--- src/rtl/chrono_pkg.sv ---
// Shared chronometer definitions: replay FSM states and ring-address helpers.
package chrono_pkg;

  typedef enum logic [1:0] {
    ST_IDLE  = 2'd0,
    ST_ISSUE = 2'd1,
    ST_WAIT  = 2'd2
  } replay_state_e;

  function automatic int unsigned depth_of(input int unsigned addr_bits);
    return 32'd1 << addr_bits;
  endfunction

  function automatic int unsigned mod_inc(input int unsigned value, input int unsigned addr_bits);
    return (value + 32'd1) & (depth_of(addr_bits) - 32'd1);
  endfunction

endpackage

--- src/rtl/lap_ring_ptr.sv ---
// Circular-buffer bookkeeping for the lap memory: head/tail/count and the
// full/empty/overflow flags. A write into a full ring drops the oldest entry.
module lap_ring_ptr
  import chrono_pkg::*;
#(
  parameter int RAM_ADDR_BITS = 9
) (
  input  logic                     clk,
  input  logic                     rst,
  input  logic                     clear,
  input  logic                     push,
  output logic [RAM_ADDR_BITS-1:0] head,
  output logic [RAM_ADDR_BITS-1:0] tail,
  output logic [RAM_ADDR_BITS:0]   count,
  output logic                     full,
  output logic                     empty,
  output logic                     overflow,
  output logic                     overwrite
);

  typedef logic [RAM_ADDR_BITS-1:0] addr_t;
  typedef logic [RAM_ADDR_BITS:0]   cnt_t;

  localparam cnt_t DEPTH = cnt_t'(depth_of(RAM_ADDR_BITS));

  addr_t head_inc;
  addr_t tail_inc;

  assign head_inc  = addr_t'(mod_inc(32'(head), RAM_ADDR_BITS));
  assign tail_inc  = addr_t'(mod_inc(32'(tail), RAM_ADDR_BITS));
  assign full      = (count == DEPTH);
  assign empty     = (count == '0);
  assign overwrite = push && full && !clear;

  always_ff @(posedge clk or posedge rst) begin
    if (rst) begin
      head     <= '0;
      tail     <= '0;
      count    <= '0;
      overflow <= 1'b0;
    end else if (clear) begin
      head     <= '0;
      tail     <= '0;
      count    <= '0;
      overflow <= 1'b0;
    end else if (push) begin
      head <= head_inc;
      if (full) begin
        tail     <= tail_inc;
        overflow <= 1'b1;
      end else begin
        count <= count + cnt_t'(1);
      end
    end
  end

endmodule

--- src/rtl/lap_log_ctrl.sv ---
// Lap-time logger: records strobed timestamps into the lap memory as a ring and
// replays them one per recall through the memory's one-cycle registered read.
module lap_log_ctrl
  import chrono_pkg::*;
#(
  parameter int RAM_WIDTH     = 16,
  parameter int RAM_ADDR_BITS = 9
) (
  input  logic                     clk,
  input  logic                     rst,
  input  logic                     lap_strobe,
  input  logic [RAM_WIDTH-1:0]     lap_time,
  input  logic                     clear,
  input  logic                     recall_next,
  output logic [RAM_ADDR_BITS-1:0] wr_addr,
  output logic [RAM_WIDTH-1:0]     wr_data,
  output logic                     write_enable,
  output logic [RAM_ADDR_BITS-1:0] rd_addr,
  input  logic [RAM_WIDTH-1:0]     rd_data,
  output logic [RAM_WIDTH-1:0]     disp_data,
  output logic [RAM_ADDR_BITS-1:0] disp_addr,
  output logic                     disp_valid,
  output logic                     busy,
  output logic [RAM_ADDR_BITS:0]   lap_count,
  output logic                     empty,
  output logic                     full,
  output logic                     overflow
);

  typedef logic [RAM_ADDR_BITS-1:0] addr_t;

  replay_state_e state;
  addr_t         head;
  addr_t         tail;
  addr_t         cursor;
  addr_t         cursor_next;
  addr_t         head_last;
  addr_t         tail_inc;
  logic          overwrite;
  logic          do_write;

  lap_ring_ptr #(
    .RAM_ADDR_BITS(RAM_ADDR_BITS)
  ) u_ring (
    .clk      (clk),
    .rst      (rst),
    .clear    (clear),
    .push     (lap_strobe),
    .head     (head),
    .tail     (tail),
    .count    (lap_count),
    .full     (full),
    .empty    (empty),
    .overflow (overflow),
    .overwrite(overwrite)
  );

  assign do_write  = lap_strobe && !clear;
  assign head_last = head - addr_t'(1);
  assign tail_inc  = addr_t'(mod_inc(32'(tail), RAM_ADDR_BITS));
  assign busy      = (state != ST_IDLE);

  // Cursor wraps back to the oldest entry after the newest, and is dragged
  // along when an overwrite retires the entry it points at.
  always_comb begin
    cursor_next = cursor;
    if (state == ST_WAIT) begin
      cursor_next = (cursor == head_last) ? tail
                                          : addr_t'(mod_inc(32'(cursor), RAM_ADDR_BITS));
    end
    if (overwrite && (cursor_next == tail)) begin
      cursor_next = tail_inc;
    end
  end

  always_ff @(posedge clk or posedge rst) begin
    if (rst) begin
      write_enable <= 1'b0;
      wr_addr      <= '0;
      wr_data      <= '0;
    end else begin
      write_enable <= do_write;
      if (do_write) begin
        wr_addr <= head;
        wr_data <= lap_time;
      end
    end
  end

  always_ff @(posedge clk or posedge rst) begin
    if (rst) begin
      state      <= ST_IDLE;
      cursor     <= '0;
      rd_addr    <= '0;
      disp_addr  <= '0;
      disp_data  <= '0;
      disp_valid <= 1'b0;
    end else if (clear) begin
      state      <= ST_IDLE;
      cursor     <= '0;
      disp_valid <= 1'b0;
    end else begin
      disp_valid <= 1'b0;
      cursor     <= cursor_next;
      case (state)
        ST_IDLE: begin
          if (recall_next && !empty) begin
            rd_addr   <= cursor;
            disp_addr <= cursor;
            state     <= ST_ISSUE;
          end
        end
        ST_ISSUE: state <= ST_WAIT;
        ST_WAIT: begin
          disp_data  <= rd_data;
          disp_valid <= 1'b1;
          state      <= ST_IDLE;
        end
        default: state <= ST_IDLE;
      endcase
    end
  end

endmodule

--- config.mk ---
export PLATFORM = sky130hd
export DESIGN_NAME = lap_log_ctrl
export DESIGN_NICKNAME = d
export VERILOG_FILES = /design/src/rtl/chrono_pkg.sv /design/src/rtl/lap_ring_ptr.sv /design/src/rtl/lap_log_ctrl.sv
export SDC_FILE = /design/constraint.sdc
export NUM_CORES = 1
export LEC_CHECK = 0
export BUFFER_PORTS_ARGS = -buffer_cell sky130_fd_sc_hd__buf_4
export CORE_MARGIN = 2
export CORE_UTILIZATION = 55
export CTS_BUF_LIST = sky130_fd_sc_hd__clkbuf_8
export CTS_CLUSTER_SIZE = 10
export DETAILED_ROUTE_END_ITERATION = 12
export GPL_ROUTABILITY_DRIVEN = 0
export GPL_TIMING_DRIVEN = 0
export MAX_ROUTING_LAYER = met4
export PLACE_DENSITY = 0.81
export SYNTH_ARGS = -nofsm -noshare
export SYNTH_HDL_FRONTEND = slang
export SYNTH_HIERARCHICAL = 1
export SYNTH_SLANG_ARGS = --single-unit
--- constraint.sdc ---
create_clock -name clk -period 5.7 [get_ports clk]
set_input_delay 0.57 -clock clk [delete_from_list [all_inputs] [get_ports clk]]
set_output_delay 0.57 -clock clk [all_outputs]
set_load 0.1 [all_outputs]
==> results.ini, run 1 <==
[status]
status=completed

[timing]
max_freq_mhz=332.9
setup_viol=0
fin_crit_sh_pct=52.71
hold_viol=0
hold_slack_ns=0.2766
tns_ns=0
period_needed_ns=3.004
slew_headroom_pct=26.65
slew_violations=0
tightest_slew_ns=1.099
finClkSkew_ns=0.01199
rsz0062_at_grt=no

[die]
pin_count=112
core_sq_um=9196
num_rows=35
die_h_um=101.0
start_util_pct=56.23
die-area_sq_um=10190
die_w_um=101.0

[final_layout]
fin_nets=656
diodes=0
final_cells=727
layout_commonest_cell=buf_4
drive_above_1_share_pct=36.69
nFillCells=678
syn2layout_area_growth_pct=23.01
final_area_sq_um=6361
layout_common_cells=124 x buf_4, 92 x dfrtp_1, 51 x mux2_2, 33 x nor2_1, 24 x nand2_1

[worst_setup_path]
start_kind=flop
crit_family=simple AND/OR/NAND/NOR gates
critPathSlowestCell=dfrtp_1
crit_chain=inv_1 > ha_1 > nor4b_4 > nand4_1 > nor2_1 > nand4_1 > nor3_1 > a21oi_1 > nor3_2 > a311oi_2
critical_path_buf_inv_count=1
critPathCaptureType=flop
crit_top_cell=nand4_1
worst_ep_arrival_time_ns=3.24
slowest_delay_ns=0.46
critPathMaxFanout=8
crit_required_ns=5.94
critPathKind=flop to flop

[placement]
hpwl_um=9177
port_buffers=111
dpl_cell_area_sq_um=6163
dp.cells=712

[cts]
h-tree-depth=3
clock-root-buffer=clkbuf_8
path_clk_slew_ns=0.10
post-cts-setup-buffers=0
numCtsBuffers=9
clock_latency_ns=0.37
cts.sinks=92
cts_resized=0
hold_buffers=0
cts_buffer_depth=2
cts_tree=yes

[pwr]
cell_internal_pwr_mw=1.197
switching_power_mw=1.125
sw_frac_of_total_pct=48.46
combinationalPowerShare_pct=46.5
power_density_nw_per_um2=365.1
leakagePower_nw=2.974
totalPowerFinal_mw=2.322
ir_drop_mv=0.2902
seq_power_share_pct=33.7
clkPwrFrac_pct=19.8

[synthesis]
yosysWarnings=6
synth_edf_count=0
async_flop_share_pct=100.0
syn-num-nets=533
netlist_area_sq_um=5171
syn_inst=489
yosys_register_bits=92
synth-main-ff-cell=dfrtp_1
syn_avg_cell_area_sq_um=10.58
yosysSeqAreaShare_pct=44.52
synth_cell_types=65

[routing]
drt_iter0_drc=347
post-route-drc-count=0
drt_first_pass_iters=5
dr_wl_met3_um=782
vias=4318
drt-total-wl_um=12700
wl_per_cell_um=17.47
highest_layer=met4
wl_met2_um=6149
vias_per_cell=5.939
wl_met1_um=5468
antenna_left=0

[grt]
grt_start_max_net_pins=39
grt_pass1_vias=4135
grt_pass1_wl_um=20380
grt_overflow=0
track_usage_pct=26.04
antenna_found_initial=0

[run]
drv_cap=0

[min_path]
hold_class=primary input to asynchronous set/reset pin

==> state kept, by name, summed over array words and instances (netlist names) <==
register / cells
u_ring/tail: 9
write_enable: 1
wr_addr: 9
disp_valid: 1
disp_addr: 9
cursor: 9
u_ring/head: 9
wr_data: 16
u_ring/count: 10
disp_data: 16
state: 2
u_ring/overflow: 1
==> layout make-up <==
class                      instances  area (sq um)  share of cell area [%]
inverter                          17         63.81                   1.003
multi-input combinational        340          2580                   40.56
sequential                        92          2302                   36.19
buffer                            40         225.2                   3.541
tap                              111         138.9                   2.183
clock inverter                     6         73.82                   1.161
timing repair buffer             112         853.3                   13.41
clock buffer                       9         123.9                   1.947
==> routing by layer <==
metal / up-vias / GRT usage, %
met5: - / -
met4: 0 / 11.54
met3: 29 / 3.051
met2: 184 / 39.38
met1: 2112 / 35.58
li1: 1993 / -
==> metrics by stage <==
stage	utilization (%)	worst slack [ns]
floorplan	-	2.096
global placement	66.80	2.772
detailed placement	67.02	2.781
CTS	69.17	2.763
global route	69.17	2.480
finish	69.17	2.696
==> logic make-up after synthesis <==
| group | count (synthesis) | synth area share (%) |
|---|---|---|
| multiplexers | 54 | 11.69 |
| AO/OA/AOI/OAI | 87 | 12.51 |
| AND/OR/NAND/NOR | 149 | 16.57 |
| buffers and inverters | 57 | 5.589 |
| adder cells (fa/ha/maj) | 7 | 1.694 |
| flip-flops | 92 | 44.52 |
| XOR/XNOR | 43 | 7.428 |
==> worst register-to-register path, stage by stage, from the launching register on <==
cell	delay [ns]
dfrtp_1	0.46
inv_1	0.10
ha_1	0.15
nor4b_4	0.44
nand4_1	0.40
nor2_1	0.36
nand4_1	0.12
nor3_1	0.29
a21oi_1	0.21
nor3_2	0.29
a311oi_2	0.07
==> synth_stat cells, types with 2 or more instances <==
| cell type | count | area [sq um] |
|---|---|---|
| nand3_1 | 17 | 85.08 |
| buf_4 | 13 | 97.59 |
| nand4_1 | 14 | 87.58 |
| a21oi_1 | 22 | 110.1 |
| nor2_1 | 33 | 123.9 |
| buf_2 | 8 | 40.04 |
| or3_4 | 2 | 22.52 |
| a311oi_1 | 6 | 52.55 |
| or4_1 | 2 | 15.01 |
| nand2b_1 | 3 | 18.77 |
| nand2_1 | 24 | 90.09 |
| nor3_1 | 7 | 35.03 |
| o22ai_1 | 2 | 12.51 |
| xor2_1 | 19 | 166.4 |
| mux2i_1 | 3 | 30.03 |
| o21ai_0 | 13 | 65.06 |
| a22oi_1 | 8 | 60.06 |
| or2_2 | 2 | 12.51 |
| o2111a_1 | 3 | 33.78 |
| o31ai_1 | 8 | 60.06 |
| a221oi_1 | 3 | 26.28 |
| inv_1 | 17 | 63.81 |
| nor2_2 | 2 | 12.51 |
| mux2_2 | 51 | 574.3 |
| ha_1 | 7 | 87.58 |
| xnor2_1 | 23 | 201.4 |
| a21o_1 | 2 | 15.01 |
| nor2b_1 | 5 | 31.28 |
| a221o_1 | 3 | 30.03 |
| dfrtp_1 | 92 | 2302 |
| and2_1 | 5 | 31.28 |
| a31oi_1 | 4 | 25.02 |
| nor3b_1 | 2 | 15.01 |
| and3_1 | 3 | 18.77 |
| or3_1 | 14 | 87.58 |
| buf_6 | 2 | 22.52 |
| and4_1 | 3 | 26.28 |
| clkbuf_1 | 15 | 56.30 |
==> path summary, 6_finish.rpt <==
check / from / to / slack [ns] / cells after the start
max: u_ring/count[0] / cursor[2] / 2.70 / 10
min: rst / cursor[5] / 0.28 / 2
max reg2reg: u_ring/count[0] / cursor[2] / 2.70 / 10
min reg2reg: state[1] / state[1] / 0.48 / 1
max in group asynchronous: rst / u_ring/count[1] / 4.55 / 2
min in group clk: lap_time[10] / wr_data[10] / 0.42 / 2
==> power groups by stage <==
stage	logic [mW]	registers [mW]	clock network (mW)
4_1_cts	1.08	0.782	0.466
2_1_floorplan	0.326	1.32	0
3_5_place_dp	1.08	0.795	0
3_3_place_gp	1.07	0.790	0
6_report	1.08	0.782	0.459
5_1_grt	1.11	0.793	0.495
Note: power is estimated with default switching activity, not from simulation.
==> inputs of run 2 (changes only) <==
--- a/config.mk
+++ b/config.mk
@@ -7,14 +7,14 @@
 export LEC_CHECK = 0
 export BUFFER_PORTS_ARGS = -buffer_cell sky130_fd_sc_hd__buf_4
 export CORE_MARGIN = 2
-export CORE_UTILIZATION = 55
+export CORE_UTILIZATION = 51
 export CTS_BUF_LIST = sky130_fd_sc_hd__clkbuf_8
 export CTS_CLUSTER_SIZE = 10
 export DETAILED_ROUTE_END_ITERATION = 12
 export GPL_ROUTABILITY_DRIVEN = 0
 export GPL_TIMING_DRIVEN = 0
 export MAX_ROUTING_LAYER = met4
-export PLACE_DENSITY = 0.81
+export PLACE_DENSITY = 0.79
 export SYNTH_ARGS = -nofsm -noshare
 export SYNTH_HDL_FRONTEND = slang
 export SYNTH_HIERARCHICAL = 1
==> constraint.sdc (replaced) <==
create_clock -name clk -period 2.45 [get_ports clk]
set_input_delay 0.245 -clock clk [delete_from_list [all_inputs] [get_ports clk]]
set_output_delay 0.245 -clock clk [all_outputs]
set_load 0.1 [all_outputs]
==> run 2 against run 1 <==
  * Global-route usage decreased by 0.37 points
  * Register-to-register slack got worse by 2.7 ns
  * Cell count is 6.7% higher
  * Core utilization is 0.59 points higher
  * Fmax up 25%
  * Worst hold slack got worse by 0.17 ns
  * Via count is 5.2% higher
  * Highest routed layer unchanged
  * Clock skew down 0.00085 ns
  * Die area grew 7.5%
  * Non-clock buffer count grew 26
  * Sequential share of layout area shrank 2.3 points
  * Largest cell class unchanged
==> results.ini, run 2 (same netlist as run 1, synthesis figures left out) <==
[run]
drv_cap=0  ; unchanged

[final_layout]
nFillCells=707  ; was 678
top_regs=disp_data (16), wr_data (16), u_ring/count (10)  ; unchanged
fin_nets=682  ; was 656
layout_common_cells=149 x buf_4, 79 x dfrtp_1, 51 x mux2_2, 29 x nor2_1, 24 x nand2_1  ; was 124 x buf_4, 92 x dfrtp_1, 51 x mux2_2, 33 x nor2_1, 24 x nand2_1
layout_commonest_cell=buf_4  ; unchanged
diodes=0  ; unchanged
final_cells=776  ; was 727
syn2layout_area_growth_pct=32.47  ; was 23.01%
drive_above_1_share_pct=46.19  ; was 36.69%

[grt]
grt_overflow=0  ; unchanged
grt_pass1_wl_um=22070  ; was 20380 um
track_usage_pct=25.66  ; was 26.04%
grt_start_max_net_pins=40  ; was 39
grt_pass1_vias=4367  ; was 4135
antenna_found_initial=0  ; unchanged

[pwr]
power_density_nw_per_um2=807.6  ; was 365.1 nW/um^2
ir_drop_mv=0.5477  ; was 0.2902 mV
leakagePower_nw=3.145  ; was 2.974 nW

[worst_setup_path]
critPathKind=flop to flop  ; unchanged
r2r_cells=8  ; was 10
worst_ep_arrival_time_ns=2.69  ; was 3.24 ns
start_kind=flop  ; unchanged
rrSetupSlack_ns=0.04  ; was 2.70 ns
r2r-end=cursor[2]  ; unchanged
r2r_start=cursor[8]  ; was u_ring/count[0]
critPathMaxFanout=7  ; was 8
critPathCaptureType=flop  ; unchanged
crit_required_ns=2.73  ; was 5.94 ns

[cts]
path_clk_slew_ns=0.09  ; was 0.10 ns
clock-root-buffer=clkbuf_8  ; unchanged
numCtsBuffers=9  ; unchanged
clock_latency_ns=0.37  ; about the same
cts.sinks=92  ; unchanged
cts_tree=yes  ; unchanged
cts_buffer_depth=2  ; unchanged
h-tree-depth=3  ; unchanged

[timing]
tns_ns=0  ; unchanged
rsz0062_at_grt=yes  ; was no
tightest_slew_ns=1.081  ; was 1.099 ns
finClkSkew_ns=0.01113  ; was 0.01199 ns
slew_headroom_pct=27.82  ; was 26.65%
fin_crit_sh_pct=98.46  ; was 52.71%
slew_violations=0  ; unchanged
hold_viol=0  ; unchanged
max_freq_mhz=414.5  ; was 332.9 MHz
period_needed_ns=2.412  ; was 3.004 ns
setup_viol=0  ; unchanged

[routing]
wl_per_cell_um=17.87  ; was 17.47 um
post-route-drc-count=0  ; unchanged
drt_iter0_drc=293  ; was 347
antenna_left=0  ; unchanged
vias=4541  ; was 4318
vias_per_cell=5.852  ; was 5.939
drt_first_pass_iters=5  ; unchanged
drt-total-wl_um=13870  ; was 12700 um

[die]
start_util_pct=52.66  ; was 56.23%
die_h_um=104.7  ; was 101.0 um
die-area_sq_um=10960  ; was 10190 sq um
pin_count=112  ; unchanged
core_sq_um=9819  ; was 9196 sq um
die_w_um=104.7  ; was 101.0 um
num_rows=36  ; was 35

[min_path]
holdPathStages=2
hold_end=wr_data[14]
hp-start=lap_time[14]
hold_class=primary input to flop  ; was primary input to asynchronous set/reset pin

[status]
status=completed  ; unchanged

[placement]
port_buffers=111  ; unchanged
dp.cells=734  ; was 712
hpwl_um=9514  ; was 9177 um

==> run 2: through the flow <==
step	power, mW	instance area, sq um	setup slack (ns)	utilization [%]	hold slack, ns
5_1_grt	5.718	6850	-0.05360	69.76	0.09246
3_3_place_gp	4.330	6205	-0.5129	63.19	0.4597
6_report	5.533	6850	0.03769	69.76	0.1033
4_1_cts	5.490	6644	0.006729	67.66	0.09920
2_1_floorplan	3.845	5205	-0.1263	-	0.3227
3_5_place_dp	4.375	6225	-0.5150	63.39	0.3562
==> run 2: how the worst max path moves through the flow <==
stage,slack [ns],startpoint,cells after the start,endpoint
2_1_floorplan,-0.13,u_ring/count[0],8,disp_addr[0]
3_3_place_gp,-0.51,u_ring/count[0],10,cursor[5]
3_5_place_dp,-0.52,u_ring/count[0],10,cursor[5]
4_1_cts,0.007,u_ring/head[4],8,cursor[2]
5_1_grt,-0.05,u_ring/head[0],11,cursor[1]
6_report,0.04,cursor[8],8,cursor[2]
==> run 2: routing by layer <==
layer  GRT usage [%]  vias to the layer above  share of wire (%)
met1           33.21                     2227                 41
met4           8.952                        0                2.7
li1                -                     2051                  -
met5               -                        -                  0
met2           41.18                      223                 49
met3           4.242                       40                7.0
==> run 2: cell type report <==
cell class,count,area (sq um),area share [%]
Multi-Input combinational cell,340,2775,40.51
Sequential cell,92,2323,33.92
Timing Repair Buffer,141,1081,15.78
Buffer,37,226.5,3.306
Tap cell,133,166.4,2.429
Clock buffer,10,137.6,2.009
Clock inverter,6,71.32,1.041
Inverter,17,68.82,1.005
==> run 2: what timing repair did <==
| action | in CTS | in global routing |
|---|---|---|
| cloned | 1 | 0 |
| hold buffers | 1 | 0 |
| pin swaps | 8 | 13 |
| hold endpoints to repair | 24 | 0 |
| endpoints found under the setup margin | 10 | 19 |
| resized for setup | 19 | 27 |
| buffers inserted | 15 | 12 |
==> run 2: critical path, stage by stage (launching register included) <==
cell and delay (ns):
dfrtp_1 0.57, xor2_2 0.26, nor2_2 0.10, a311o_2 0.45, o2111a_2 0.19, buf_6 0.14, a2bb2oi_4 0.25, nor3_2 0.11
a311oi_2 0.25
==> run 2: report_power, final <==
part / total (mW) / switching [mW] / internal, mW / leakage [nW]
Sequential: 1.82 / 0.117 / 1.70 / 1.19
Clock: 1.07 / 0.561 / 0.510 / 0.105
Combinational: 2.64 / 1.97 / 0.672 / 1.85
